==> src/rtl/cam_capture_writer.sv <==
// OV7670 YUV422 capture: keeps luma bytes, decimates the frame to OUT_W x OUT_H
// and writes it into the frame buffer in raster order, all in the PCLK domain.
module cam_capture_writer #(
    parameter int OUT_W   = 64,
    parameter int OUT_H   = 64,
    parameter int DEC_X   = 10,
    parameter int DEC_Y   = 7,
    parameter int Y_FIRST = 1
) (
    input  logic        clka,
    input  logic        rst_n,
    input  logic        capture_en,
    input  logic        cam_vsync,
    input  logic        cam_href,
    input  logic [7:0]  cam_d,
    output logic [14:0] addra,
    output logic [7:0]  din,
    output logic        wea,
    output logic        busy,
    output logic        frame_done,
    output logic [7:0]  frame_cnt
);

    localparam int COL_W = $clog2(OUT_W + 1);
    localparam int ROW_W = $clog2(OUT_H + 1);
    localparam int XD_W  = $clog2(DEC_X + 1);
    localparam int YD_W  = $clog2(DEC_Y + 1);
    localparam logic Y_PHASE = (Y_FIRST != 0) ? 1'b0 : 1'b1;

    typedef enum logic [1:0] {
        S_WAIT_VS,
        S_VBLANK,
        S_ACTIVE
    } state_t;

    state_t            state_q, state_d;
    logic              vsync_q, href_q;
    logic              vsync_prev_q, href_prev_q;
    logic [7:0]        d_q;
    logic              phase_q, phase_d;
    logic [XD_W-1:0]   xdec_q, xdec_d;
    logic [YD_W-1:0]   ydec_q, ydec_d;
    logic [COL_W-1:0]  col_q, col_d;
    logic [ROW_W-1:0]  row_q, row_d;
    logic [14:0]       addra_q, addra_d;
    logic [7:0]        din_q, din_d;
    logic              wea_q, wea_d;
    logic              busy_q, busy_d;
    logic              frame_done_q, frame_done_d;
    logic [7:0]        frame_cnt_q, frame_cnt_d;

    logic              vs_rise, vs_fall, h_rise, h_fall;
    logic              cur_phase, keep;
    logic [14:0]       wr_addr;

    // Camera bus is sampled once; all edge detection uses the registered copies.
    always_ff @(posedge clka or negedge rst_n) begin
        if (!rst_n) begin
            vsync_q      <= 1'b0;
            href_q       <= 1'b0;
            d_q          <= 8'd0;
            vsync_prev_q <= 1'b0;
            href_prev_q  <= 1'b0;
        end else begin
            vsync_q      <= cam_vsync;
            href_q       <= cam_href;
            d_q          <= cam_d;
            vsync_prev_q <= vsync_q;
            href_prev_q  <= href_q;
        end
    end

    assign vs_rise   = vsync_q & ~vsync_prev_q;
    assign vs_fall   = ~vsync_q & vsync_prev_q;
    assign h_rise    = href_q & ~href_prev_q;
    assign h_fall    = ~href_q & href_prev_q;
    assign cur_phase = h_rise ? 1'b0 : phase_q;
    assign wr_addr   = 15'(row_q) * 15'(OUT_W) + 15'(col_q);

    // Writes are suppressed on the vsync rise so wea never coincides with frame_done.
    assign keep = (state_q == S_ACTIVE) && !vs_rise && href_q && (cur_phase == Y_PHASE) &&
                  (xdec_q == '0) && (ydec_q == '0) &&
                  (col_q < COL_W'(OUT_W)) && (row_q < ROW_W'(OUT_H));

    always_comb begin
        state_d      = state_q;
        phase_d      = phase_q;
        xdec_d       = xdec_q;
        ydec_d       = ydec_q;
        col_d        = col_q;
        row_d        = row_q;
        addra_d      = addra_q;
        din_d        = din_q;
        wea_d        = 1'b0;
        busy_d       = busy_q;
        frame_done_d = 1'b0;
        frame_cnt_d  = frame_cnt_q;

        if (href_q) begin
            phase_d = ~cur_phase;
        end

        case (state_q)
            S_WAIT_VS: begin
                if (vsync_q) begin
                    state_d = S_VBLANK;
                end
            end
            S_VBLANK: begin
                if (vs_fall && capture_en) begin
                    state_d = S_ACTIVE;
                    busy_d  = 1'b1;
                    xdec_d  = '0;
                    ydec_d  = '0;
                    col_d   = '0;
                    row_d   = '0;
                end
            end
            S_ACTIVE: begin
                if (vs_rise) begin
                    state_d      = S_VBLANK;
                    busy_d       = 1'b0;
                    frame_done_d = 1'b1;
                    frame_cnt_d  = frame_cnt_q + 8'd1;
                end else begin
                    if (keep) begin
                        wea_d   = 1'b1;
                        din_d   = d_q;
                        addra_d = wr_addr;
                        col_d   = col_q + 1'b1;
                    end
                    if (href_q && cur_phase) begin
                        xdec_d = (xdec_q == XD_W'(DEC_X - 1)) ? '0 : xdec_q + 1'b1;
                    end
                    // Row and col saturate at the output size so surplus pixels are dropped.
                    if (h_fall) begin
                        xdec_d = '0;
                        col_d  = '0;
                        ydec_d = (ydec_q == YD_W'(DEC_Y - 1)) ? '0 : ydec_q + 1'b1;
                        if ((ydec_q == '0) && (row_q < ROW_W'(OUT_H))) begin
                            row_d = row_q + 1'b1;
                        end
                    end
                end
            end
            default: state_d = S_WAIT_VS;
        endcase
    end

    always_ff @(posedge clka or negedge rst_n) begin
        if (!rst_n) begin
            state_q      <= S_WAIT_VS;
            phase_q      <= 1'b0;
            xdec_q       <= '0;
            ydec_q       <= '0;
            col_q        <= '0;
            row_q        <= '0;
            addra_q      <= 15'd0;
            din_q        <= 8'd0;
            wea_q        <= 1'b0;
            busy_q       <= 1'b0;
            frame_done_q <= 1'b0;
            frame_cnt_q  <= 8'd0;
        end else begin
            state_q      <= state_d;
            phase_q      <= phase_d;
            xdec_q       <= xdec_d;
            ydec_q       <= ydec_d;
            col_q        <= col_d;
            row_q        <= row_d;
            addra_q      <= addra_d;
            din_q        <= din_d;
            wea_q        <= wea_d;
            busy_q       <= busy_d;
            frame_done_q <= frame_done_d;
            frame_cnt_q  <= frame_cnt_d;
        end
    end

    assign addra      = addra_q;
    assign din        = din_q;
    assign wea        = wea_q;
    assign busy       = busy_q;
    assign frame_done = frame_done_q;
    assign frame_cnt  = frame_cnt_q;

endmodule

==> config.mk <==
export PLATFORM = sky130hd
export DESIGN_NAME = cam_capture_writer
export DESIGN_NICKNAME = d
export VERILOG_FILES = /design/src/rtl/cam_capture_writer.sv
export SDC_FILE = /design/constraint.sdc
export NUM_CORES = 1
export LEC_CHECK = 0
export BUFFER_PORTS_ARGS = -buffer_cell sky130_fd_sc_hd__buf_2
export CAP_MARGIN = 0
export CORE_MARGIN = 2
export CORE_UTILIZATION = 50
export CTS_BUF_LIST = sky130_fd_sc_hd__clkbuf_8 sky130_fd_sc_hd__clkbuf_16
export CTS_CLUSTER_DIAMETER = 120
export DETAILED_ROUTE_END_ITERATION = 10
export PLACE_DENSITY = 0.8
export SLEW_MARGIN = 0
export SYNTH_ARGS = -nofsm -noshare
export SYNTH_HDL_FRONTEND = slang
export SYNTH_SLANG_ARGS = --single-unit
==> constraint.sdc <==
create_clock -name clka -period 3 [get_ports clka]
set_clock_uncertainty 0.15 [all_clocks]
set_input_delay 0.3 -clock clka [delete_from_list [all_inputs] [get_ports clka]]
set_output_delay 0.3 -clock clka [all_outputs]
set_load 0.02 [all_outputs]
==> results.yml <==
floorplanning:
  start_util: 0.520
  ios: 47
  dieArea_um2: 6800
  die_h_um: 82.5
  chipWidth_um: 82.5
  core.rowCount: 28
  core-area_um2: 5920
routing:
  vias_per_cell: 5.40
  drc: 0
  drtPass1Iterations: 4
  wirelength_um: 5750
  drt-initial-drc-count: 75
  vias: 2183
  wl_per_cell_um: 14.2
  ant_nets: 0
global_routing:
  grt_max_degree: 28
  grt_pass1_wl_um: 9110
  first_global_vias: 2016
  grt_use_total: 0.182
  met3_usage: 0.0674
  grt.busiest_layer: "met2"
  antenna_found_initial: 0
  met1_usage: 0.220
  grt_overflow: 0
  grt_util_met2: 0.299
cts:
  path_clk_slew_ns: 0.07
  cts_tree: "done"
  cts_root_buf: "clkbuf_8"
  cts_buffers: 9
  post_cts_buffers: 0
  cts_max_level: 3
  cts.sinks: 69
  clockBufferDepth: 2
  clock_latency_ns: 0.35
timing:
  max_freq_mhz: 390
  holdWs_ns: 0.314
  fin_crit_ns: 2.56
  fin_setup_tns_ns: 0
  maxSlewViolCount: 0
  finalHoldViolCount: 0
  final-setup-viol-count: 0
  min_period_over_period: 0.855
  maxSlewHeadroom: 0.507
  grt_setup_unrepaired: "false"
  tightest_slew_ns: 0.735
synthesis:
  yosysWarnings: 0
  syn_area_um2: 3080
  synth_ff_type: "dfrtp_1"
  netlist-cell-type-count: 50
  synth_area_leaders: "dfrtp_1 56%, mux2_2 6.2%, ha_1 5.3%"
  synth.most_common_cell: "dfrtp_1"
  syn_nets: 288
  async_reset_ff_frac: 1.00
  synthCells: 262
  synth_area_leader_cell: "dfrtp_1"
  synth_seq_area_share: 0.561
  synth-edff-count: 0
  ys_ff_latch: 69
  synth.top_cell.area_share: 0.561
  syn_area_per_cell_um2: 11.8
  synth_common_cells: "69 x dfrtp_1, 18 x nor2_1, 17 x mux2_2, 16 x nand2_1, 16 x nand3_1"
finish:
  area_growth_pct: 19.5
  fillers: 471
  insertedDiodeCount: 0
  layout-drive-gt1-share: 0.267
  nets: 351
critical_path:
  crit_fanout: 23
  worstPathRequired_ns: 3.08
  worstPathArrival_ns: 2.65
  crit_slowest_cell: "or4_1"
  crit_type: "reg -> reg"
  slowest_delay_ns: 0.74
  worst_setup_path_start_kind: "flop"
  cp-end-kind: "flop"
  path_cells: "nor4_2 > nand3_1 > or4_1 > inv_6 > o21ai_0 > mux2_2"
placement:
  port_buffers: 45
  post-dp-hpwl_um: 3790
  gp_congestion: 0.834
pwr:
  irDropWorstVdd_v: 0.000478
  p_per_area_nw_per_um2: 778
  p_leak_uw: 0.00180
job:
  drv_cap: 0
hold_path:
  worstHoldPathType: "reg -> reg"
outcome:
  status: "completed"
## power by group
part           switching [uW]  internal (uW)  total, uW
Clock                     334            481        815
Sequential                120           1090       1210
Combinational             517            319        837
Total                     971           1890       2860
## path summary, 6_finish.rpt
kind	startpoint	end	slack, ns	cells past startpoint
setup / recovery	ydec_q[2]	col_q[0]	0.44	6
hold / removal	vsync_q	vsync_prev_q	0.31	0
setup reg to reg	ydec_q[2]	col_q[0]	0.44	6
hold reg to reg	vsync_q	vsync_prev_q	0.31	0
max in group asynchronous	rst_n	din[0]	1.67	3
min in group asynchronous	rst_n	xdec_q[2]	0.32	2
## per-layer routing
metal / share of wire / wire length [um]
met3: 0.070 / 400
met2: 0.49 / 2820
met1: 0.42 / 2440
met4: 0.016 / 94
met5: 0 / 0
## state kept, by name (all words and copies together) (netlist names)
| register | count |
|---|---|
| vsync_q | 1 |
| addra | 14 |
| frame_done | 1 |
| col_q | 7 |
| din | 8 |
| xdec_q | 4 |
| state_q | 2 |
| href_prev_q | 1 |
| frame_cnt | 8 |
| href_q | 1 |
| row_q | 7 |
| ydec_q | 3 |
| wea | 1 |
| busy | 1 |
| d_q | 8 |
| phase_q | 1 |
| vsync_prev_q | 1 |
## worst max-delay path: cells and delay by family (launching register included)
kind | cells | cell delay [ns]
AND/OR/NAND/NOR | 3 | 1.13
flip-flops | 1 | 0.43
multiplexers | 1 | 0.30
buffers and inverters | 1 | 0.29
AO/OA/AOI/OAI | 1 | 0.14
## metrics by stage
step,instance area [um2],instances,worst slack [ns],utilization,power (uW)
after floorplan,3080,262,0.863,-,1800
after global placement,3360,378,0.504,0.567,2030
after detailed placement,3360,378,0.438,0.567,2060
after CTS,3680,404,0.402,0.622,2900
after global routing,3680,404,0.287,0.622,3040
final,3680,404,0.436,0.622,2860
## timing repair
action                     4_1_cts  5_1_grt
hold endpoints to repair        31        0
resized for setup                0        0
setup endpoints to repair        0        0
hold buffers                    11        0
## cell usage in the layout (no fill, tap or decap), drive strengths merged, types with 9 or more instances in the layout
cell type / instances
buf: 49
clkbuf: 10
dfrtp: 69
dlygate4sd3: 11
ha: 13
inv: 15
mux2: 17
nand2: 16
nand3: 16
nor2: 18
o21ai: 16
xnor2: 9
## cells by family after synthesis
group / count (synthesis) / share of synthesized area
buffers and inverters: 22 / 0.0422
and+or+nand+nor: 78 / 0.130
xor gates and xnor gates: 15 / 0.0426
adders and majority gates: 13 / 0.0528
muxes: 18 / 0.0654
other: 1 / 0.00122
DFF: 69 / 0.561
AOI/OAI and AO/OA: 46 / 0.105
## cell type report
type                    instances  area, um2  share of cell area
clock inverters                 5       76.3              0.0207
clock buffers                  10        138              0.0374
flip-flops and latches         69       1730               0.469
multi-input cells             171       1220               0.332
well taps                      75       93.8              0.0255
repair buffers                 60        365              0.0993
inverters                      14       57.6              0.0156
(Power assumes the default switching activity.)
